$ cat config.mk
export PLATFORM = sky130hd
export DESIGN_NAME = eq_band_mixer_flat
export DESIGN_NICKNAME = d
export VERILOG_FILES = /design/src/rtl/eq_band_mixer_if.sv /design/src/rtl/eq_band_mixer.sv /design/src/flat_wrapper.sv
export SDC_FILE = /design/constraint.sdc
export NUM_CORES = 1
export LEC_CHECK = 0
export CORE_MARGIN = 1
export CORE_UTILIZATION = 55
export CTS_CLUSTER_SIZE = 14
export DETAILED_ROUTE_END_ITERATION = 8
export PLACE_DENSITY = 0.75
export SYNTH_ARGS = -nofsm -noshare
export SYNTH_HDL_FRONTEND = slang
export SYNTH_SLANG_ARGS = --single-unit
$ cat constraint.sdc
create_clock -name clk -period 11.55 [get_ports clk]
set_input_delay 1.7325 -clock clk [delete_from_list [all_inputs] [get_ports clk]]
set_output_delay 1.7325 -clock clk [all_outputs]
set_load 0.02 [all_outputs]
$ cat src/rtl/eq_band_mixer_if.sv
// -----------------------------------------------------------------------------
// eq_band_mixer_if
//
// Purpose : Bundles the band-sample input, the gain switches and the mixed
//           output of the equalizer band mixer into one connection.
//
// Signals :
//   new_data      1          one-cycle strobe, band_in valid
//   band_in       5*DATA_W   signed band samples, band k at [DATA_W*k +: DATA_W]
//   gain_sel      10         2-bit gain code per band, band k at [2k +: 2]
//   sample_out    DATA_W     signed mixed, saturated sample
//   sample_valid  1          one-cycle pulse when sample_out updates
//   clip          1          saturation indicator
//   overrun       1          one-cycle pulse when new_data arrives while busy
//
// Modports:
//   master : the side that supplies band samples and consumes the mix
//   slave  : the mixer itself
//
// DATA_W must match the DATA_W of the eq_band_mixer instance it connects to.
// -----------------------------------------------------------------------------
interface eq_band_mixer_if #(
   parameter int DATA_W  = 16,
   parameter int N_BANDS = 5
);

   logic                          new_data;
   logic [N_BANDS*DATA_W-1:0]     band_in;
   logic [2*N_BANDS-1:0]          gain_sel;
   logic signed [DATA_W-1:0]      sample_out;
   logic                          sample_valid;
   logic                          clip;
   logic                          overrun;

   modport master (
      output new_data,
      output band_in,
      output gain_sel,
      input  sample_out,
      input  sample_valid,
      input  clip,
      input  overrun
   );

   modport slave (
      input  new_data,
      input  band_in,
      input  gain_sel,
      output sample_out,
      output sample_valid,
      output clip,
      output overrun
   );

endinterface

$ cat src/rtl/eq_band_mixer.sv
// -----------------------------------------------------------------------------
// eq_band_mixer
//
// Purpose : Mixes the five FIR band outputs of the 5-band equalizer into one
//           sample for the I2S transmitter. Each band is scaled by a gain that
//           ramps toward its switch-selected target (no zipper noise on switch
//           changes), products are accumulated with one time-shared
//           multiplier, and the sum is saturated to DATA_W bits.
//
// Ports   :
//   clk    in  sample-domain clock
//   rst_n  in  asynchronous active-low reset
//   bus    eq_band_mixer_if.slave (new_data, band_in, gain_sel in;
//          sample_out, sample_valid, clip, overrun out)
//
// Timing  : new_data sampled at edge N -> sample_valid high in the cycle that
//           starts at edge N+7. The block is busy for the 7 edges N+1..N+7;
//           a strobe seen at any of them raises overrun and is ignored.
//
// Gain codes: 00 -> mute, 01 -> x0.5, 10 -> x1, 11 -> x2 (unity = 2^GAIN_FRAC).
//
// Optional feature, macro EQ_MIX_CLIP_HOLD_EN:
//   defined   : clip is a hold indicator; set by any saturating sample and
//               cleared only after 4096 consecutive clean samples.
//   undefined : clip is a single-cycle flag aligned with sample_valid.
// -----------------------------------------------------------------------------
module eq_band_mixer #(
   parameter int DATA_W    = 16,
   parameter int GAIN_W    = 8,
   parameter int GAIN_FRAC = 5,
   parameter int RAMP_STEP = 4
) (
   input  logic           clk,
   input  logic           rst_n,
   eq_band_mixer_if.slave bus
);

   localparam int N_BANDS = 5;
   localparam int PROD_W  = DATA_W + GAIN_W + 1;     // signed sample x signed({0,gain})
   localparam int ACC_W   = PROD_W + 3;              // headroom for five products
   localparam int T_W     = ACC_W - GAIN_FRAC;       // accumulator after de-scaling
   localparam int K_W     = 3;

   localparam logic [K_W-1:0]           K_LAST     = K_W'(N_BANDS - 1);
   localparam logic [GAIN_W-1:0]        GAIN_UNITY = GAIN_W'(2 ** GAIN_FRAC);
   localparam logic [GAIN_W-1:0]        GAIN_HALF  = GAIN_W'(2 ** (GAIN_FRAC - 1));
   localparam logic [GAIN_W-1:0]        GAIN_DBL   = GAIN_W'(2 ** (GAIN_FRAC + 1));
   localparam logic [GAIN_W-1:0]        STEP_G     = GAIN_W'(RAMP_STEP);
   localparam logic signed [T_W-1:0]    T_MAX      = T_W'(2 ** (DATA_W - 1) - 1);
   localparam logic signed [T_W-1:0]    T_MIN      = T_W'(-(2 ** (DATA_W - 1)));
   localparam logic signed [DATA_W-1:0] DATA_MAX   = {1'b0, {(DATA_W-1){1'b1}}};
   localparam logic signed [DATA_W-1:0] DATA_MIN   = {1'b1, {(DATA_W-1){1'b0}}};

   typedef enum logic [1:0] {
      S_IDLE,
      S_MAC,
      S_SAT,
      S_OUT
   } state_t;

   function automatic logic [GAIN_W-1:0] code_to_gain(input logic [1:0] code);
      case (code)
         2'b00:   return '0;
         2'b01:   return GAIN_HALF;
         2'b10:   return GAIN_UNITY;
         default: return GAIN_DBL;
      endcase
   endfunction

   // ---------------------------------------------------------------------------
   // State and datapath registers
   // ---------------------------------------------------------------------------
   state_t                    r_state;
   state_t                    w_state_nxt;

   logic signed [DATA_W-1:0]  r_band   [N_BANDS];
   logic [GAIN_W-1:0]         r_target [N_BANDS];
   logic [GAIN_W-1:0]         r_gain   [N_BANDS];
   logic signed [ACC_W-1:0]   r_acc;
   logic [K_W-1:0]            r_k;
   logic signed [DATA_W-1:0]  r_result;
   logic                      r_sat;

   logic signed [DATA_W-1:0]  r_sample_out;
   logic                      r_valid;
   logic                      r_overrun;
   logic                      r_clip;

   // FSM decoded controls
   logic                      w_capture;
   logic                      w_mac_en;
   logic                      w_sat_en;
   logic                      w_out_en;
   logic                      w_busy_strobe;

   // Datapath combinational nets
   logic signed [PROD_W-1:0]  w_prod;
   logic signed [ACC_W-1:0]   w_prod_ext;
   logic signed [T_W-1:0]     w_t;
   logic                      w_sat_any;
   logic signed [DATA_W-1:0]  w_sat_val;

   // ---------------------------------------------------------------------------
   // FSM: state register
   // ---------------------------------------------------------------------------
   always_ff @(posedge clk or negedge rst_n) begin
      // NOTE: clocked state uses non-blocking assignment so every register
      // samples the pre-edge values regardless of statement order.
      if (!rst_n) r_state <= S_IDLE;
      else        r_state <= w_state_nxt;
   end

   // ---------------------------------------------------------------------------
   // FSM: next-state logic
   // ---------------------------------------------------------------------------
   always_comb begin
      // NOTE: a default assignment ahead of the case keeps every path assigned,
      // so no latch is inferred.
      w_state_nxt = r_state;
      case (r_state)
         S_IDLE:  if (bus.new_data) w_state_nxt = S_MAC;
         S_MAC:   if (r_k == K_LAST) w_state_nxt = S_SAT;
         S_SAT:   w_state_nxt = S_OUT;
         S_OUT:   w_state_nxt = S_IDLE;
         default: w_state_nxt = S_IDLE;
      endcase
   end

   // ---------------------------------------------------------------------------
   // FSM: output decode
   // ---------------------------------------------------------------------------
   always_comb begin
      w_capture     = 1'b0;
      w_mac_en      = 1'b0;
      w_sat_en      = 1'b0;
      w_out_en      = 1'b0;
      w_busy_strobe = 1'b0;
      case (r_state)
         S_IDLE:  w_capture     = bus.new_data;
         S_MAC:   w_mac_en      = 1'b1;
         S_SAT:   w_sat_en      = 1'b1;
         S_OUT:   w_out_en      = 1'b1;
         default: w_capture     = 1'b0;
      endcase
      if (r_state != S_IDLE) w_busy_strobe = bus.new_data;
   end

   // ---------------------------------------------------------------------------
   // Time-shared multiplier and saturation
   // ---------------------------------------------------------------------------
   // The zero-extended gain makes the multiply signed x non-negative, so the
   // product sign follows the band sample.
   assign w_prod     = $signed(r_band[r_k]) * $signed({1'b0, r_gain[r_k]});
   assign w_prod_ext = ACC_W'(w_prod);

   // Arithmetic shift floors toward minus infinity (e.g. -3.5 -> -4).
   assign w_t = T_W'(r_acc >>> GAIN_FRAC);

   always_comb begin
      w_sat_any = 1'b0;
      w_sat_val = w_t[DATA_W-1:0];
      if (w_t > T_MAX) begin
         w_sat_any = 1'b1;
         w_sat_val = DATA_MAX;
      end else if (w_t < T_MIN) begin
         w_sat_any = 1'b1;
         w_sat_val = DATA_MIN;
      end
   end

   // ---------------------------------------------------------------------------
   // Datapath registers: capture, MAC, saturate, gain ramp
   // ---------------------------------------------------------------------------
   always_ff @(posedge clk or negedge rst_n) begin
      if (!rst_n) begin
         // NOTE: the small band/gain arrays are reset on purpose: the gains
         // must start at zero so the output fades in, and clearing the rest
         // costs nothing and keeps simulation free of X.
         for (int i = 0; i < N_BANDS; i++) begin
            r_band[i]   <= '0;
            r_target[i] <= '0;
            r_gain[i]   <= '0;
         end
         r_acc    <= '0;
         r_k      <= '0;
         r_result <= '0;
         r_sat    <= 1'b0;
      end else begin
         if (w_capture) begin
            for (int i = 0; i < N_BANDS; i++) begin
               r_band[i]   <= bus.band_in[i*DATA_W +: DATA_W];
               r_target[i] <= code_to_gain(bus.gain_sel[2*i +: 2]);
            end
            r_acc <= '0;
            r_k   <= '0;
         end

         if (w_mac_en) begin
            r_acc <= r_acc + w_prod_ext;
            r_k   <= r_k + K_W'(1);
         end

         if (w_sat_en) begin
            r_result <= w_sat_val;
            r_sat    <= w_sat_any;
         end

         // Ramp after the sample is computed, so a new target is heard from
         // the next sample on. Snap to the target when within one step.
         if (w_out_en) begin
            for (int i = 0; i < N_BANDS; i++) begin
               if (r_gain[i] < r_target[i]) begin
                  if ((r_target[i] - r_gain[i]) < STEP_G) r_gain[i] <= r_target[i];
                  else                                    r_gain[i] <= r_gain[i] + STEP_G;
               end else if (r_gain[i] > r_target[i]) begin
                  if ((r_gain[i] - r_target[i]) < STEP_G) r_gain[i] <= r_target[i];
                  else                                    r_gain[i] <= r_gain[i] - STEP_G;
               end
            end
         end
      end
   end

   // ---------------------------------------------------------------------------
   // Registered outputs
   // ---------------------------------------------------------------------------
   always_ff @(posedge clk or negedge rst_n) begin
      if (!rst_n) begin
         r_sample_out <= '0;
         r_valid      <= 1'b0;
         r_overrun    <= 1'b0;
      end else begin
         r_valid   <= w_out_en;
         r_overrun <= w_busy_strobe;
         if (w_out_en) r_sample_out <= r_result;
      end
   end

`ifdef EQ_MIX_CLIP_HOLD_EN
   // Hold indicator: counts clean samples since the last clip; the 4096th
   // consecutive clean sample (counter at all-ones) releases it.
   logic [11:0] r_clean_cnt;

   always_ff @(posedge clk or negedge rst_n) begin
      if (!rst_n) begin
         r_clip      <= 1'b0;
         r_clean_cnt <= '0;
      end else if (w_out_en) begin
         if (r_sat) begin
            r_clip      <= 1'b1;
            r_clean_cnt <= '0;
         end else if (r_clip) begin
            if (&r_clean_cnt) begin
               r_clip      <= 1'b0;
               r_clean_cnt <= '0;
            end else begin
               r_clean_cnt <= r_clean_cnt + 12'd1;
            end
         end
      end
   end
`else
   always_ff @(posedge clk or negedge rst_n) begin
      if (!rst_n) r_clip <= 1'b0;
      else        r_clip <= w_out_en & r_sat;
   end
`endif

   assign bus.sample_out   = r_sample_out;
   assign bus.sample_valid = r_valid;
   assign bus.overrun      = r_overrun;
   assign bus.clip         = r_clip;

endmodule

$ cat src/flat_wrapper.sv
// flat-port wrapper written by rule: the top's interface ports become plain ports
module eq_band_mixer_flat 
#(
   parameter int DATA_W    = 16,
   parameter int GAIN_W    = 8,
   parameter int GAIN_FRAC = 5,
   parameter int RAMP_STEP = 4
)
  (clk, rst_n, bus_new_data, bus_band_in, bus_gain_sel, bus_sample_out, bus_sample_valid, bus_clip, bus_overrun);
  eq_band_mixer_if #(.DATA_W(DATA_W)) bus_i ();
  input  logic clk;
  input  logic rst_n;
  input wire logic [$bits(bus_i.new_data)-1:0] bus_new_data;
  input wire logic [$bits(bus_i.band_in)-1:0] bus_band_in;
  input wire logic [$bits(bus_i.gain_sel)-1:0] bus_gain_sel;
  output wire logic [$bits(bus_i.sample_out)-1:0] bus_sample_out;
  output wire logic [$bits(bus_i.sample_valid)-1:0] bus_sample_valid;
  output wire logic [$bits(bus_i.clip)-1:0] bus_clip;
  output wire logic [$bits(bus_i.overrun)-1:0] bus_overrun;
  assign bus_i.new_data = bus_new_data;
  assign bus_i.band_in = bus_band_in;
  assign bus_i.gain_sel = bus_gain_sel;
  assign bus_sample_out = bus_i.sample_out;
  assign bus_sample_valid = bus_i.sample_valid;
  assign bus_clip = bus_i.clip;
  assign bus_overrun = bus_i.overrun;
  eq_band_mixer #(.DATA_W(DATA_W), .GAIN_W(GAIN_W), .GAIN_FRAC(GAIN_FRAC), .RAMP_STEP(RAMP_STEP)) u_core (.clk(clk), .rst_n(rst_n), .bus(bus_i));
endmodule
# --- After elaboration in Yosys (flattened, before gate mapping) ---
# Cells that the tools add are included.
word_totals:
  regBits: 229
  inputBits: 93
  out_inout_bits: 19
  wordCells: 154
op_classes:
  add_sub_neg: 22
  multipliers: 1
  order_cmp: 23
  eq_ne: 16
  mux: 47
  bitwise: 2
  reduce_logical: 19
op_table:
  columns: ["cell", "n"]
  rows:
  - ["8-bit two-way mux", 22]
  - ["7-bit one-hot mux with 3 select lines", 5]
  - ["8-bit by 3-bit less-than comparator with 1-bit output (second input constant)", 10]
  - ["8-bit subtractor", 10]
  - ["16-bit two-way mux", 4]
  - ["28-bit two-way mux", 2]
  - ["16-bit binary-select mux with 3-bit select", 1]
  - ["8-bit by 3-bit adder with 8-bit output (second input constant)", 5]
  - ["8-bit greater-than comparator", 5]
  - ["8-bit less-than comparator", 5]
  - ["8-bit by 3-bit subtractor with 8-bit output (second input constant)", 5]
  - ["28-bit by 25-bit adder with 28-bit output", 1]
  - ["16-bit by 9-bit multiplier with 25-bit output", 1]
  - ["8-bit binary-select mux with 3-bit select", 1]
  - ["23-bit by 16-bit greater-than comparator with 1-bit output (second input constant)", 1]
  - ["23-bit by 16-bit less-than comparator with 1-bit output (second input constant)", 1]
  - ["2-bit equality test (second input constant)", 7]
  - ["2-bit nonzero test", 7]
  - ["2-bit by 1-bit equality test with 1-bit output (second input constant)", 6]
  - ["2-bit logical NOT", 6]
  - ["2-bit AND reduction", 6]
  - ["2-bit one-hot mux with 4 select lines", 1]
  - ["1-bit two-way mux", 7]
  - ["3-bit two-way mux", 2]
  - ["other kinds (8)", 9]

# --- Longest topological paths before layout ---
# Gate-level depths: netlist of run 1.
logic_depth:
  ltp_word: 7
  ltp_mapped: 25
  depth_no_buf: 23

# --- Least setup slack after synthesis of run 1 ---
# Ideal clock, no wire load.
synth_timing:
  path_type: "register to register"
  start: "reg u_core.r_k[0]"
  end: "reg u_core.r_acc[26]"
  setup_ns: 0.069
  arrival_ns: 6.263
  required_ns: 11.481
  setup_slack_ns: 5.218
  path_stages_with_launch: 23
  path_buffers: 2
  period_less_slack_ns: 6.332
  cell_sequence: "dfrtp_1 > or3_1 > clkbuf_1 > o2111ai_1 > clkbuf_1 > nor2_1 > fa_1 > inv_1 > fa_1 > inv_1 > fa_1 > fa_1 > inv_1 > fa_1 > inv_1 > ha_1 > nand4_1 > nor4_1 > o21ai_0 > nand4_1 > a41oi_1 > or4b_2 > nand3_1"
synth_between:
  elab_chain_len: 7
  elab_cells_between_ends: 10
  cone_classes: "add/sub: 1; mul: 1; mux: 7; bitwise: 1"
synth_lines:
  columns: ["element", "line_no", "rtl"]
  rows:
  - ["start, declared", "eq_band_mixer.sv:80", "logic [K_W-1:0] r_k;"]
  - ["start signal, assigned", "eq_band_mixer.sv:200", "r_k <= r_k + K_W'(1);"]
  - ["3-bit NOT with 4-bit output (not written as such) *", "eq_band_mixer.sv:153", "assign w_prod = $signed(r_band[r_k]) * $signed({1'b0, r_gain[r_k]});"]
  - ["16-bit binary-select mux with 3-bit select or 8-bit binary-select mux with 3-bit select (tied branches)", "eq_band_mixer.sv:153", null]
  - ["16-bit two-way mux (not written as such) or 8-bit two-way mux (tied branches) (2 in a row)", "eq_band_mixer.sv:153", null]
  - ["16-bit by 9-bit multiplier with 25-bit output *", "eq_band_mixer.sv:153", null]
  - ["28-bit by 25-bit adder with 28-bit output *", "eq_band_mixer.sv:199", "r_acc <= r_acc + w_prod_ext;"]
  - ["28-bit two-way mux *", "eq_band_mixer.sv:198", "if (w_mac_en) begin"]
  - ["end signal, assigned", "eq_band_mixer.sv:199", null]
  - ["end, declared", "eq_band_mixer.sv:79", "logic signed [ACC_W-1:0] r_acc;"]
# Every way passes the cells marked *; elsewhere a longest branch is shown, timed or not. The select of a mux whose other input is x is not followed.
# A chain may end at the register's enable or synchronous reset.

# --- Worst setup path after layout of run 1 ---
layout_timing:
  start: "reg u_core.r_k[2]"
  end: "reg u_core.r_acc[26]"
# Same word-level chain as after synthesis.

==> results of run 1 <==
==> worst max-delay path by stage <==
| stage | start | to | slack (ns) |
|---|---|---|---|
| 3_3_place_gp | u_core.r_k[2]$_DFFE_PN0P_ | u_core.r_acc[26]$_DFFE_PN0P_ | 3.81 |
| 3_5_place_dp | u_core.r_k[2]$_DFFE_PN0P_ | u_core.r_acc[26]$_DFFE_PN0P_ | 3.46 |
| 4_1_cts | u_core.r_k[2]$_DFFE_PN0P_ | u_core.r_acc[26]$_DFFE_PN0P_ | 3.47 |
| 6_report | u_core.r_k[2]$_DFFE_PN0P_ | u_core.r_acc[26]$_DFFE_PN0P_ | 3.41 |
| 5_1_grt | u_core.r_k[2]$_DFFE_PN0P_ | u_core.r_acc[26]$_DFFE_PN0P_ | 2.92 |
| 2_1_floorplan | u_core.r_k[0]$_DFFE_PN0P_ | u_core.r_acc[26]$_DFFE_PN0P_ | 5.22 |
==> layout make-up <==
class	instances	area, um2
fill	2490	10900
clock buffer	18	439
timing repair buffer	124	1210
inverter	262	983
multi-input combinational	1285	10600
sequential	194	4860
tap	390	488
clock inverter	14	173
==> metrics by stage <==
step | hold WS (ns) | setup WS, ns | area [um2] | utilization (%) | cells
detailed placement | 0.484 | 3.46 | 18200 | 61.1 | 2255
global placement | 0.480 | 3.81 | 18200 | 61.1 | 2255
finish | 0.502 | 3.41 | 18800 | 63.2 | 2287
floorplan | 0.460 | 5.22 | 16800 | - | 1818
global route | 0.521 | 2.92 | 18800 | 63.2 | 2287
CTS | 0.502 | 3.47 | 18800 | 63.2 | 2287
==> cell families after synthesis <==
logic type | after synthesis | synth area share [%]
fa+ha+maj | 242 | 24.1
buf+inv | 339 | 7.72
xor+xnor | 25 | 1.32
simple gates | 471 | 13.7
mux | 135 | 8.89
other cells | 2 | 0.0451
compound gates | 377 | 15.1
flops | 194 | 29.2
==> layer usage <==
metal,vias up,track usage (%),wire length (um)
li1,6252,-,-
met1,6512,33.9,16600
met2,366,45.1,19800
met3,62,4.44,1740
met4,0,8.12,853
met5,-,0,0
==> Yosys cell counts (all sizes together) (12+ instances only) <==
cell / number
xnor2: 18
or3: 12
nor3: 21
nor2b: 14
dfrtp: 194
a21oi: 51
nand2: 116
mux2i: 36
o2111ai: 22
mux2: 99
nand2b: 40
o21ai: 124
clkbuf: 68
a211oi: 16
o22ai: 22
inv: 262
or2: 26
fa: 130
nor2: 149
nand3: 28
ha: 112
nand4: 16
a21o: 19
==> registers in the layout, indices dropped and copies added (netlist names) <==
name and flops:
u_core.bus.sample_out 16, u_core.r_acc 28, u_core.r_gain 30, u_core.r_band 80
u_core.bus.clip 1, u_core.r_target 15, u_core.r_k 3, u_core.r_state 2
u_core.r_sat 1, u_core.bus.sample_valid 1, u_core.r_result 16, u_core.bus.overrun 1
==> critical path, cell delays in order, from the launching register on <==
cell and delay (ns):
sky130_fd_sc_hd__dfrtp_2 0.76, sky130_fd_sc_hd__or3_1 0.83, sky130_fd_sc_hd__o2111ai_1 1.22, sky130_fd_sc_hd__nor2_1 0.18, sky130_fd_sc_hd__fa_1 0.56, sky130_fd_sc_hd__inv_1 0.05, sky130_fd_sc_hd__fa_1 0.49, sky130_fd_sc_hd__inv_1 0.06
sky130_fd_sc_hd__fa_1 0.51, sky130_fd_sc_hd__fa_1 0.55, sky130_fd_sc_hd__inv_1 0.06, sky130_fd_sc_hd__fa_1 0.51, sky130_fd_sc_hd__inv_1 0.04, sky130_fd_sc_hd__ha_1 0.34, sky130_fd_sc_hd__nand4_1 0.11, sky130_fd_sc_hd__nor4_1 0.41
sky130_fd_sc_hd__o21ai_0 0.24, sky130_fd_sc_hd__nand4_1 0.16, sky130_fd_sc_hd__a41oi_1 0.19, sky130_fd_sc_hd__or4b_2 0.67, sky130_fd_sc_hd__nand3_1 0.10
==> cells in the final DEF, fill, tap and decap left out, drive strengths merged, types with 8 or more instances in the layout <==
cell	count
conb	35
o31ai	9
or3	12
o31a	8
or2	26
o21bai	9
nand4	16
nor2	149
o22ai	22
o2111ai	22
nor3	21
nand3	28
nand2b	40
a21oi	51
xnor2	18
nand2	116
a21o	19
a31oi	11
clkbuf	19
ha	112
and3	11
clkdlybuf4s50	110
mux2i	36
nor2b	14
nor4	8
mux2	99
o21ai	124
fa	130
a211oi	16
buf	13
inv	271
dfrtp	194
==> results.txt, run 1 <==
----------------------------------------------------
[Floorplanning]
  Area of the die ... ~31000 um2
  FP Rows ... 63
  Die Span Y ... 176 um
  Placeable core area ... 29700 um2
  Die span in x ... between 150 and 200 um
  Number of primary I/O pins ... about 110
  Initial core utilization ... between 50% and 60%

[Timing]
  Crit path time final ... approximately 8.1 ns
  Hold violation total from the final report ... 0
  Max-slew headroom at the worst pin ... ~3.8%
  Worst Skew ... approximately 0.018 ns
  Setup violators final ... 0
  Final period util ... between 70% and 80%
  Final-layout setup total negative slack ... 0 ns
  Max frequency ... 0.123 GHz
  Slew Viols, Final ... 0
  Transition time of the tightest slew-check pin ... roughly 1.4 ns
  RSZ-0062 raised after global routing ... no

[Critical path]
  Path type of the worst setup path ... reg -> reg
  Number of cell instances on the worst register-to-register path ... 20
  End of the worst register-to-register path ... u_core.r_acc[26]$_DFFE_PN0P_
  Worst setup EP type ... flop
  CP startpoint kind ... flop
  Critical path arrival ... around 8.5 ns
  Worst EP required ... around 12 ns
  CP Max Fanout ... 69
  Critical R2R Launch ... u_core.r_k[2]$_DFFE_PN0P_
  Reg-to-reg setup timing slack ... between 3 and 4 ns

[Placement]
  Port Buffer Count ... 111
  HPWL after detailed placement ... roughly 30000 um
  RD Place Congestion ... ~0.91

[Worst hold path]
  Hold Path Stages ... 1
  Beginning of the worst hold path ... u_core.r_band[4]$_DFFE_PN0P_
  Classification of the worst-slack hold path ... reg -> reg
  Destination of the worst hold path ... u_core.r_band[4]$_DFFE_PN0P_

[Clock network]
  Clk Tree Root Cell ... sky130_fd_sc_hd__clkbuf_16
  Clock edge transition at the registers on the reported setup and hold paths ... approximately 0.080 ns
  Buffer levels on the longest clock path ... 2
  Clock latency at the later pin of the worst-skew pair ... 0.46 ns
  Post-CTS resize count ... 0
  CTS HTree Levels ... 4
  Total of hold buffers inserted after clock tree synthesis ... 0
  Setup repair bufs after CTS ... 0
  Number of buffers created by CTS ... 17
  Clock tree sinks ... 194
  CTS tree ... yes

[Drt]
  Iteration-0 DRC count of the detailed router ... between 1000 and 1500
  Via/cell ratio ... 5.77
  DRC ... 0
  First-pass iteration count of the detailed router ... 6
  Wire length after detailed routing ... 39000 um
  Total via count after detailed routing ... around 13000
  Routed wire per std cell ... about 17 um
  Final antenna-violating net count ... 0

[Global route]
  Overall track demand over capacity in global routing ... 26.3%
  Global-route wire length before repair ... around 65000 um
  Remaining Overflow, GRT ... 0
  Number of antenna violations at the first check in global routing ... 0
  Vias in the first global route ... 13200
  Pin count of the biggest net entering global routing ... 72

[Yosys]
  Ys async rst share ... 100%
  Most frequently used flop master after synthesis ... sky130_fd_sc_hd__dfrtp_1
  Synth unique cells ... 80
  Synth top area cells ... sky130_fd_sc_hd__dfrtp_1, sky130_fd_sc_hd__fa_1, sky130_fd_sc_hd__ha_1, sky130_fd_sc_hd__mux2_2, sky130_fd_sc_hd__inv_1
  Syn Std Cell Area ... around 17000 um2
  Sequential area share after synthesis ... between 20% and 30%
  EDFF count, synth ... 0
  Mapped Cells ... approximately 1800
  Synth Register Bits ... 194
  Syn avg cell area ... around 9.3 um2
  Portion of synthesized cell area occupied by the leading cell type ... 29.2%
  Largest area contributor in the netlist ... sky130_fd_sc_hd__dfrtp_1
  Syn. warnings ... 0

[Cells and area]
  Proportion of layout cells with a drive suffix above 1 ... under 10%
  Inserted Diodes ... 0
  Post-layout net count ... between 2000 and 2500
  Area Growth Syn to Fin ... 12.9%

[Flow run]
  Max-cap violation count ... 0

[Run status]
  Run status ... complete, no violations

----------------------------------------------------
Power of run 1 is left out: the tool's default activity adds up to more than one toggle a clock period on the data nets, which glitch-free logic cannot reach.
==> run 2, diff against run 1 <==
==> constraint.sdc (replaced) <==
create_clock -name clk -period 7.8 [get_ports clk]
set_input_delay 1.17 -clock clk [delete_from_list [all_inputs] [get_ports clk]]
set_output_delay 1.17 -clock clk [all_outputs]
set_load 0.02 [all_outputs]
==> results.txt, run 2 (same netlist as run 1, synthesis figures left out) <==
----------------------------------------------------
[Critical path]
  Worst EP required ... 8.12 ns (was 11.94 ns)
  CP startpoint kind ... flop (unchanged)
  Worst setup EP type ... flop (unchanged)
  Reg-to-reg setup timing slack ... 0.68 ns (was 3.41 ns)
  CP Max Fanout ... 48 (was 69)
  Critical path arrival ... 7.44 ns (was 8.53 ns)
  Path type of the worst setup path ... reg -> reg (unchanged)

[Timing]
  Final WS setup ... 0.683 ns (was 3.41 ns)
  RSZ-0062 raised after global routing ... no (unchanged)
  Slew Viols, Final ... 0 (unchanged)
  Crit path time final ... 7.12 ns (was 8.14 ns)
  Worst Skew ... 0.0114 ns (was 0.0184 ns)
  Max frequency ... 0.141 GHz (was 0.123 GHz)
  Final-layout setup total negative slack ... 0 ns (unchanged)
  Final Hold Slack ... 0.504 ns (was 0.502 ns)
  Max-slew headroom at the worst pin ... 27.9% (was 3.81%)
  Hold violation total from the final report ... 0 (unchanged)
  Transition time of the tightest slew-check pin ... 1.07 ns (was 1.42 ns)
  Setup violators final ... 0 (unchanged)
  Final period util ... 91.2% (was 70.4%)

[Clock network]
  Number of buffers created by CTS ... 17 (unchanged)
  Setup repair bufs after CTS ... 0 (unchanged)
  Buffer levels on the longest clock path ... 2 (unchanged)
  Clock tree sinks ... 194 (unchanged)
  Total of hold buffers inserted after clock tree synthesis ... 0 (unchanged)
  Clock edge transition at the registers on the reported setup and hold paths ... 0.07 ns (was 0.08 ns)
  Post-CTS resize count ... 0 (unchanged)
  CTS HTree Levels ... 4 (unchanged)
  CTS tree ... yes (unchanged)
  Clk Tree Root Cell ... sky130_fd_sc_hd__clkbuf_16 (unchanged)
  Clock latency at the later pin of the worst-skew pair ... 0.46 ns (about the same)

[Global route]
  Vias in the first global route ... 13200 (about the same)
  Number of antenna violations at the first check in global routing ... 0 (unchanged)
  Global-route wire length before repair ... 65300 um (was 64900 um)
  Overall track demand over capacity in global routing ... 26.4% (was 26.3%)
  Pin count of the biggest net entering global routing ... 88 (was 72)
  Remaining Overflow, GRT ... 0 (unchanged)

[Cells and area]
  Reg with most FFs ... u_core.r_band (unchanged)
  Number of flip-flops under the largest register name ... 80 (unchanged)
  Area of the multi-input gates ... 10600 um2 (unchanged)
  Util after Layout ... 63.2% (about the same)
  Most frequent cells in the layout ... sky130_fd_sc_hd__inv_1, sky130_fd_sc_hd__dfrtp_1, sky130_fd_sc_hd__nor2_1 (unchanged)
  Post-layout net count ... 2225 (was 2219)
  Inserted Diodes ... 0 (unchanged)
  Commonest non-fill, non-tap cell in the layout ... sky130_fd_sc_hd__inv_1 (unchanged)
  Registers with the most flip-flops ... u_core.r_band: 80 flops, u_core.r_gain: 30 flops, u_core.r_acc: 28 flops (unchanged)
  Proportion of layout cells with a drive suffix above 1 ... 9.78% (was 9.59%)
  Area Growth Syn to Fin ... 12.8% (was 12.9%)
  Combined flip-flop and latch cell area ... 4860 um2 (unchanged)
  Final-layout fill cell count ... 2502 (was 2490)

[Drt]
  Final antenna-violating net count ... 0 (unchanged)
  Total via count after detailed routing ... 13100 (was 13200)
  Iteration-0 DRC count of the detailed router ... 913 (was 1121)
  Via/cell ratio ... 5.73 (was 5.77)
  Routed wire per std cell ... 17.0 um (about the same)
  DRC ... 0 (unchanged)
  Wire length after detailed routing ... 39000 um (about the same)
  First-pass iteration count of the detailed router ... 7 (was 6)

[Floorplanning]
  Initial core utilization ... 56.0% (unchanged)
  Number of primary I/O pins ... 112 (unchanged)
  Die Span Y ... 176 um (unchanged)
  Area of the die ... 30900 um2 (unchanged)
  FP Rows ... 63 (unchanged)
  Placeable core area ... 29700 um2 (unchanged)
  Die span in x ... 176 um (unchanged)

[Run status]
  Run status ... complete, no violations (unchanged)

[Flow run]
  Max-cap violation count ... 0 (unchanged)

[Worst hold path]
  Classification of the worst-slack hold path ... reg -> reg (unchanged)

[Placement]
  Worst setup slack before clock tree synthesis ... 0.746 ns (was 3.46 ns)
  HPWL after detailed placement ... 29400 um (was 29600 um)
  RD Place Congestion ... 0.943 (was 0.911)
  Port Buffer Count ... 111 (unchanged)

----------------------------------------------------
run 2: cell type report:
type / instances / share of cell area, %
Clock inverter: 12 / 0.613
Clock buffer: 18 / 2.34
Sequential cell: 194 / 25.9
Inverter: 262 / 5.24
Tap cell: 390 / 2.60
Multi-Input combinational cell: 1285 / 56.6
Timing Repair Buffer: 130 / 6.70
run 2: worst paths after layout:
kind                                              start                             to  depth (start not counted)
min                        u_core.r_band[5]$_DFFE_PN0P_   u_core.r_band[5]$_DFFE_PN0P_                          1
min in group asynchronous                         rst_n   u_core.r_gain[4]$_DFFE_PN0P_                          1
max reg2reg                   u_core.r_k[0]$_DFFE_PN0P_   u_core.r_acc[24]$_DFFE_PN0P_                         21
min reg2reg                u_core.r_band[5]$_DFFE_PN0P_   u_core.r_band[5]$_DFFE_PN0P_                          1
max in group asynchronous                         rst_n  u_core.r_band[75]$_DFFE_PN0P_                          2
max                           u_core.r_k[0]$_DFFE_PN0P_   u_core.r_acc[24]$_DFFE_PN0P_                         21
run 2: metrics by stage:
stage,instances,instance area (um2)
floorplan,1818,16800
global placement,2261,18200
detailed placement,2261,18200
CTS,2291,18800
global route,2291,18800
finish,2291,18800
run 2: per-layer routing:
| layer | part of all wire [%] | vias to the layer above | track usage (%) |
|---|---|---|---|
| li1 | - | 6255 | - |
| met1 | 44 | 6497 | 34.2 |
| met2 | 50 | 300 | 45.7 |
| met3 | 3.4 | 69 | 3.70 |
| met4 | 2.3 | 0 | 8.12 |
| met5 | 0 | - | 0 |
run 2: worst max-delay path, stage by stage, from the launching register on:
cell and delay, ns:
sky130_fd_sc_hd__dfrtp_2 0.35, sky130_fd_sc_hd__buf_4 0.49, sky130_fd_sc_hd__mux2i_1 0.14, sky130_fd_sc_hd__o21ai_0 0.23, sky130_fd_sc_hd__o2111ai_1 0.38, sky130_fd_sc_hd__or2_2 0.48, sky130_fd_sc_hd__fa_1 0.54, sky130_fd_sc_hd__inv_1 0.05
sky130_fd_sc_hd__fa_1 0.47, sky130_fd_sc_hd__fa_1 0.54, sky130_fd_sc_hd__inv_1 0.05, sky130_fd_sc_hd__fa_1 0.51, sky130_fd_sc_hd__fa_1 0.52, sky130_fd_sc_hd__inv_1 0.04, sky130_fd_sc_hd__ha_1 0.33, sky130_fd_sc_hd__a21o_1 0.18
sky130_fd_sc_hd__a21oi_1 0.27, sky130_fd_sc_hd__o21ai_0 0.17, sky130_fd_sc_hd__o41ai_1 0.56, sky130_fd_sc_hd__a21boi_0 0.30, sky130_fd_sc_hd__xor2_1 0.25, sky130_fd_sc_hd__mux2i_1 0.10
Power of run 2 is left out for the same reason.
